**config.mk**
```make
export PLATFORM = sky130hd
export DESIGN_NAME = hilo_muldiv_unit
export DESIGN_NICKNAME = d
export VERILOG_FILES = /design/src/rtl/hilo_muldiv_unit.sv
export SDC_FILE = /design/constraint.sdc
export NUM_CORES = 2
export LEC_CHECK = 0
export ABC_AREA = 1
export CAP_MARGIN = 20
export CORE_MARGIN = 2
export CORE_UTILIZATION = 45
export CTS_CLUSTER_DIAMETER = 150
export DETAILED_ROUTE_END_ITERATION = 8
export MAX_ROUTING_LAYER = met4
export PLACE_DENSITY = 0.62
export SETUP_SLACK_MARGIN = 0.4
export SYNTH_ARGS = -nofsm -noshare
export SYNTH_HDL_FRONTEND = slang
export SYNTH_SLANG_ARGS = --single-unit
```
**constraint.sdc**
```tcl
create_clock -name Clock -period 8.7 [get_ports Clock]
set_input_delay 1.74 -clock Clock [delete_from_list [all_inputs] [get_ports Clock]]
set_output_delay 1.74 -clock Clock [all_outputs]
set_load 0.02 [all_outputs]
```
**src/rtl/hilo_muldiv_unit.sv**
```systemverilog
// hilo_muldiv_unit
// ----------------
// HI/LO multiply/divide unit for the EX stage. It owns the HI and LO
// registers and performs MULT/MULTU (fixed-latency countdown), DIV/DIVU
// (radix-2 restoring divider, one quotient bit per edge) and MTHI/MTLO.
// All state updates happen on the falling edge of Clock, matching the
// register file. Reset is asynchronous and active low.
//
// Build option: define HILO_ACCUM_EN to implement MADD/MADDU/MSUB/MSUBU
// (Op 7-10). Without it those opcodes behave as reserved and no
// accumulate adder is built.
//
// Ports:
//   Clock      in   clock (falling-edge active)
//   Reset      in   asynchronous active-low reset
//   Start      in   request, sampled only while Busy=0
//   Op[3:0]    in   0 NOP,1 MULT,2 MULTU,3 DIV,4 DIVU,5 MTHI,6 MTLO,
//                   7 MADD,8 MADDU,9 MSUB,10 MSUBU, 11-15 reserved
//   OperandA   in   rs / dividend / MTHI-MTLO source
//   OperandB   in   rt / divisor
//   Busy       out  operation in progress, Start ignored
//   Done       out  one-cycle pulse after a MULT/DIV-class result
//   DivByZero  out  pulses with Done for a divide by zero
//   Hi, Lo     out  HI and LO registers
module hilo_muldiv_unit #(
    parameter int DATA_WIDTH  = 32,
    parameter int MUL_LATENCY = 2
) (
    input  logic                  Clock,
    input  logic                  Reset,
    input  logic                  Start,
    input  logic [3:0]            Op,
    input  logic [DATA_WIDTH-1:0] OperandA,
    input  logic [DATA_WIDTH-1:0] OperandB,
    output logic                  Busy,
    output logic                  Done,
    output logic                  DivByZero,
    output logic [DATA_WIDTH-1:0] Hi,
    output logic [DATA_WIDTH-1:0] Lo
);

    localparam int DW = DATA_WIDTH;
    // Wide enough for both the divide iteration index and the multiply countdown.
    localparam int CW = $clog2(DW + 16);

    localparam logic [3:0] OP_MULT  = 4'd1;
    localparam logic [3:0] OP_MULTU = 4'd2;
    localparam logic [3:0] OP_DIV   = 4'd3;
    localparam logic [3:0] OP_DIVU  = 4'd4;
    localparam logic [3:0] OP_MTHI  = 4'd5;
    localparam logic [3:0] OP_MTLO  = 4'd6;
`ifdef HILO_ACCUM_EN
    localparam logic [3:0] OP_MADD  = 4'd7;
    localparam logic [3:0] OP_MADDU = 4'd8;
    localparam logic [3:0] OP_MSUB  = 4'd9;
    localparam logic [3:0] OP_MSUBU = 4'd10;
`endif

    typedef enum logic [1:0] {S_IDLE, S_MUL, S_DIV, S_FIN} state_t;

    state_t          state_reg, state_next;
    logic [CW-1:0]   count_reg, count_next;
    logic [DW-1:0]   hi_reg, hi_next;
    logic [DW-1:0]   lo_reg, lo_next;
    // a_reg: multiplicand, or dividend magnitude shifting into quotient bits.
    // b_reg: multiplier, or divisor magnitude.
    logic [DW-1:0]   a_reg, a_next;
    logic [DW-1:0]   b_reg, b_next;
    logic [DW-1:0]   rem_reg, rem_next;
    logic            sgn_reg, sgn_next;     // signed multiply
    logic            qneg_reg, qneg_next;   // negate quotient at commit
    logic            rneg_reg, rneg_next;   // negate remainder at commit
    logic            dbz_reg, dbz_next;
`ifdef HILO_ACCUM_EN
    logic            acc_reg, acc_next;     // accumulate into {Hi,Lo}
    logic            sub_reg, sub_next;     // subtract instead of add
`endif

    // Multiplier: operands extended to 2*DW, result taken modulo 2^(2*DW),
    // which is the correct two's-complement product for the signed case.
    logic [2*DW-1:0] ext_a, ext_b, product, mul_result;
    assign ext_a   = sgn_reg ? {{DW{a_reg[DW-1]}}, a_reg} : {{DW{1'b0}}, a_reg};
    assign ext_b   = sgn_reg ? {{DW{b_reg[DW-1]}}, b_reg} : {{DW{1'b0}}, b_reg};
    assign product = ext_a * ext_b;
`ifdef HILO_ACCUM_EN
    // {Hi,Lo} cannot change while Busy, so the live value equals the one at accept.
    assign mul_result = !acc_reg ? product
                      : (sub_reg ? ({hi_reg, lo_reg} - product) : ({hi_reg, lo_reg} + product));
`else
    assign mul_result = product;
`endif

    // One restoring-division step: shift the next dividend bit into the
    // partial remainder and subtract the divisor if it fits.
    logic [DW:0]   div_shift, div_diff;
    logic          div_fit;
    logic [DW-1:0] rem_step, quo_step, quo_final, rem_final;
    assign div_shift = {rem_reg, a_reg[DW-1]};
    assign div_diff  = div_shift - {1'b0, b_reg};
    assign div_fit   = ~div_diff[DW];
    assign rem_step  = div_fit ? div_diff[DW-1:0] : div_shift[DW-1:0];
    assign quo_step  = {a_reg[DW-2:0], div_fit};
    // Most-negative / -1 falls out naturally: magnitude quotient is 2^(DW-1), not negated.
    assign quo_final = qneg_reg ? (~quo_step + 1'b1) : quo_step;
    assign rem_final = rneg_reg ? (~rem_step + 1'b1) : rem_step;

    logic          accept, div_signed;
    logic [DW-1:0] abs_a, abs_b;
    assign Busy       = (state_reg == S_MUL) || (state_reg == S_DIV);
    assign accept     = Start && !Busy;
    assign div_signed = (Op == OP_DIV);
    assign abs_a      = (div_signed && OperandA[DW-1]) ? (~OperandA + 1'b1) : OperandA;
    assign abs_b      = (div_signed && OperandB[DW-1]) ? (~OperandB + 1'b1) : OperandB;

    always_comb begin
        state_next = state_reg;
        count_next = count_reg;
        hi_next    = hi_reg;
        lo_next    = lo_reg;
        a_next     = a_reg;
        b_next     = b_reg;
        rem_next   = rem_reg;
        sgn_next   = sgn_reg;
        qneg_next  = qneg_reg;
        rneg_next  = rneg_reg;
        dbz_next   = dbz_reg;
`ifdef HILO_ACCUM_EN
        acc_next   = acc_reg;
        sub_next   = sub_reg;
`endif
        case (state_reg)
            S_MUL: begin
                if (count_reg == CW'(1)) begin
                    {hi_next, lo_next} = mul_result;
                    count_next = '0;
                    state_next = S_FIN;
                end else begin
                    count_next = count_reg - 1'b1;
                end
            end
            S_DIV: begin
                a_next   = quo_step;
                rem_next = rem_step;
                if (count_reg == CW'(DW - 1)) begin
                    lo_next    = quo_final;
                    hi_next    = rem_final;
                    count_next = '0;
                    state_next = S_FIN;
                end else begin
                    count_next = count_reg + 1'b1;
                end
            end
            default: begin
                // IDLE and FIN both return to IDLE unless a new request overrides.
                state_next = S_IDLE;
                dbz_next   = 1'b0;
            end
        endcase

        if (accept) begin
            case (Op)
                OP_MULT, OP_MULTU: begin
                    a_next     = OperandA;
                    b_next     = OperandB;
                    sgn_next   = (Op == OP_MULT);
`ifdef HILO_ACCUM_EN
                    acc_next   = 1'b0;
                    sub_next   = 1'b0;
`endif
                    count_next = CW'(MUL_LATENCY);
                    state_next = S_MUL;
                end
`ifdef HILO_ACCUM_EN
                OP_MADD, OP_MADDU, OP_MSUB, OP_MSUBU: begin
                    a_next     = OperandA;
                    b_next     = OperandB;
                    sgn_next   = (Op == OP_MADD) || (Op == OP_MSUB);
                    acc_next   = 1'b1;
                    sub_next   = (Op == OP_MSUB) || (Op == OP_MSUBU);
                    count_next = CW'(MUL_LATENCY);
                    state_next = S_MUL;
                end
`endif
                OP_DIV, OP_DIVU: begin
                    if (OperandB == '0) begin
                        // No iterations: report immediately, Hi/Lo untouched.
                        dbz_next   = 1'b1;
                        state_next = S_FIN;
                    end else begin
                        a_next     = abs_a;
                        b_next     = abs_b;
                        rem_next   = '0;
                        qneg_next  = div_signed && (OperandA[DW-1] ^ OperandB[DW-1]);
                        rneg_next  = div_signed && OperandA[DW-1];
                        count_next = '0;
                        state_next = S_DIV;
                    end
                end
                OP_MTHI: hi_next = OperandA;
                OP_MTLO: lo_next = OperandA;
                default: ;
            endcase
        end
    end

    always_ff @(negedge Clock or negedge Reset) begin
        if (!Reset) begin
            state_reg <= S_IDLE;
            count_reg <= '0;
            hi_reg    <= '0;
            lo_reg    <= '0;
            a_reg     <= '0;
            b_reg     <= '0;
            rem_reg   <= '0;
            sgn_reg   <= 1'b0;
            qneg_reg  <= 1'b0;
            rneg_reg  <= 1'b0;
            dbz_reg   <= 1'b0;
`ifdef HILO_ACCUM_EN
            acc_reg   <= 1'b0;
            sub_reg   <= 1'b0;
`endif
        end else begin
            state_reg <= state_next;
            count_reg <= count_next;
            hi_reg    <= hi_next;
            lo_reg    <= lo_next;
            a_reg     <= a_next;
            b_reg     <= b_next;
            rem_reg   <= rem_next;
            sgn_reg   <= sgn_next;
            qneg_reg  <= qneg_next;
            rneg_reg  <= rneg_next;
            dbz_reg   <= dbz_next;
`ifdef HILO_ACCUM_EN
            acc_reg   <= acc_next;
            sub_reg   <= sub_next;
`endif
        end
    end

    assign Done      = (state_reg == S_FIN);
    assign DivByZero = (state_reg == S_FIN) && dbz_reg;
    assign Hi        = hi_reg;
    assign Lo        = lo_reg;

endmodule
```
==> summary.md <==
| Metric | Value |
|---|---|
| Num CTS Buffers | `17` |
| Routed length per instance | `23.7 µm` |
| WS Path Type | `flop to flop` |
| Die Y | `384 µm` |
| Most frequent cells in the layout | `inv_1, nand2_1, fa_1` |
| Global-route wire length before repair | `397000 µm` |
| DP Wirelength | `226000 µm` |
| Most common cell type on the critical path | `fa_1` |
| Post-DRT Antenna Nets | `0` |
| Routed wire length | `268000 µm` |
| Commonest non-fill, non-tap cell in the layout | `inv_1` |
| Number of synthesized register bits | `172` |
| Synthesized Nets | `10.4k` |
| Slowest stage cell on the critical path | `fa_2` |
| P_sw | `511 µW` |
| CTS tree | `done` |
| Drt pass-1 iters | `7` |
| Mapped Cells | `8525` |
| Hold Path Class | `flop to flop` |
| Final Hold Viols | `0` |
| Final Setup Violations | `11` |
| # clock sinks | `172` |
| Status | `complete, but fails checks` |
| Unrepaired setup endpoints after global routing | `yes` |
| Placed cell area | `75400 µm²` |
| Min cycle time layout | `8.82 ns` |
| Register area share after synthesis | `6.63%` |
| Sw Ratio | `27.5%` |
| Vias post-DR | `59.3k` |
| Synth warnings | `0` |
| CP startpoint kind | `flop` |
| Skew-Pair Late Insertion Delay | `0.43 ns` |
| Worst Skew | `0.0168 ns` |
| Clock power frac | `45.0%` |
| Leakage | `45.4 nW` |
| Synth area leaders | `fa_1, inv_1, nand2_1, ha_1, dfrtn_1` |
| 1st-iter DRT viols | `5830` |
| Worst setup EP type | `flop` |
| Port Buf Inserts | `137` |
| Worst hold slack | `0.480 ns` |
| Max-slew violation count | `0` |
| Via/cell ratio | `5.23` |
| Starting Density | `45.3%` |
| Post-synth ARST share | `100%` |
| Worst Tran Pin Value | `0.937 ns` |
| Number of global-route vias before repair | `61.2k` |
| CTS Root Cell | `clkbuf_16` |
| Fin Setup TNS | `-0.695 ns` |
| Slowest Stage Delay on Critical Path | `0.69 ns` |
| Ports | `138` |
| EDFF count, synth | `0` |
| Combinational share of power | `11.6%` |
| Tot GR Track Use | `38.0%` |
| Required time of the critical path | `13.33 ns` |
| Rows | `139` |
| Top FF cell, synth | `dfrtn_1` |
| Initial antenna violation count | `8` |
| Dominant cell type by area after synthesis | `fa_1` |
| Share of layout cells above drive strength 1 | `20.4%` |
| H-tree depth | `4` |
| Hold Crit Depth | `2` |
| Max-Cap Viols | `0` |
| Rel. slew slack | `36.9%` |
| Syn-to-layout area delta | `25.5%` |
| Syn Area/Cell | `7.62 µm²` |
| Largest net degree at the start of global routing | `65` |
| Die ar. | `147000 µm²` |
| CTS Buffer Depth | `2` |
| Final WS setup | `-0.119 ns` |
| Crit share post-route | `101%` |
| Fmax | `0.113 GHz` |
| PwrDens | `22.8 nW/µm²` |
| Failing checks | `negative setup slack` |
| DRC viols | `0` |
| Layout Utilization | `56.8%` |
| Pint | `1.34 mW` |
| Clock transition at path regs | `0.06 ns` |
| Total global routing overflow | `0` |
| Final #Nets | `11.3k` |
| GPL Wtd Cong | `1.10` |
| Final instance area | `81500 µm²` |
| Pre-CTS worst setup slack | `-0.478 ns` |
| Synth cell types | `58` |
| Cell count of the worst reg-to-reg path | `34` |
| Mapped Area | `64900 µm²` |
| Peak VDD IR | `0.149 mV` |
| Core area | `143000 µm²` |
| Yosys top cell area share | `43.8%` |
| Seq pwr share | `43.4%` |
| Die X | `384 µm` |
| Crit-path max FO | `7` |
| Crit path arrival time | `13.45 ns` |
## critical path: cells and delay by family (launching register included)
family          cells  cell delay (ns)
buf+inv            10             0.99
simple gates        8             0.78
flops               1             0.54
fa+ha+maj          11             5.53
compound gates      5             0.75
## cell families after synthesis
family	count (synthesis)	share of synthesized area (%)
adder cells (fa/ha/maj)	1772	50.6
AO/OA/AOI/OAI	723	6.47
AND/OR/NAND/NOR	2750	17.2
XOR/XNOR	143	1.93
buffers and inverters	2965	17.3
flip-flops	172	6.63
## repair_timing
item | CTS | global route
hold buffers | 0 | 0
resized for setup | 543 | 542
gates cloned | 6 | 3
pin swaps | 168 | 309
setup buffers | 85 | 56
setup endpoints to repair | 147 | 145
## per-layer routing
layer / GRT usage, % / share of wire [%]
met5: - / 0
met4: 12.3 / 4.3
met3: 7.47 / 11
met2: 56.4 / 44
met1: 52.2 / 41
## cell usage after synthesis, types with 9 or more instances
cell type and n:
a21o_1 13, a21oi_1 275, a22oi_1 36, a31oi_1 23, buf_1 47, buf_2 11, clkbuf_1 294, dfrtn_1 172
fa_1 1420, ha_1 352, inv_1 2594, nand2_1 1991, nand2_2 31, nand3_1 172, nand3b_1 17, nand4_1 35
nor2_1 381, nor2_2 9, nor3_1 55, nor4_1 14, o211ai_1 49, o21ai_0 228, o21bai_1 19, o221ai_1 30
or2_2 20, xnor2_1 51, xor2_1 92
## metrics by stage
step / instances / power (mW)
floorplan: 8525 / 0.885
global placement: 11200 / 1.02
detailed placement: 11200 / 1.02
CTS: 11300 / 1.85
global route: 11300 / 1.90
finish: 11300 / 1.86
## path summary, 6_finish.rpt
check | from | endpoint | slack (ns)
hold reg to reg | dbz_reg | dbz_reg | 0.48
hold / removal | dbz_reg | dbz_reg | 0.48
setup / recovery | b_reg[31] | Hi[31] | -0.12
setup reg to reg | b_reg[31] | Hi[31] | -0.12
min in group asynchronous | Reset | Hi[4] | 5.53
max in group asynchronous | Reset | Lo[19] | 2.31
## power by group through the flow
stage | registers (mW) | logic, mW | clock network, mW
final | 0.806 | 0.215 | 0.835
after global routing | 0.806 | 0.227 | 0.865
after CTS | 0.806 | 0.200 | 0.841
after detailed placement | 0.821 | 0.197 | 0
after global placement | 0.821 | 0.197 | 0
after floorplan | 0.821 | 0.0643 | 0
## area by class of cell
| cell class | instances | area, µm² |
|---|---|---|
| antenna | 9 | 22.5 |
| clock inverter | 12 | 160 |
| inverter | 2604 | 9840 |
| clock buffer | 19 | 433 |
| fill | 13300 | 62000 |
| timing repair buffer | 1236 | 11600 |
| multi-input combinational | 5388 | 52700 |
| sequential | 172 | 4300 |
| tap | 1903 | 2380 |
(Power assumes the default switching activity.)
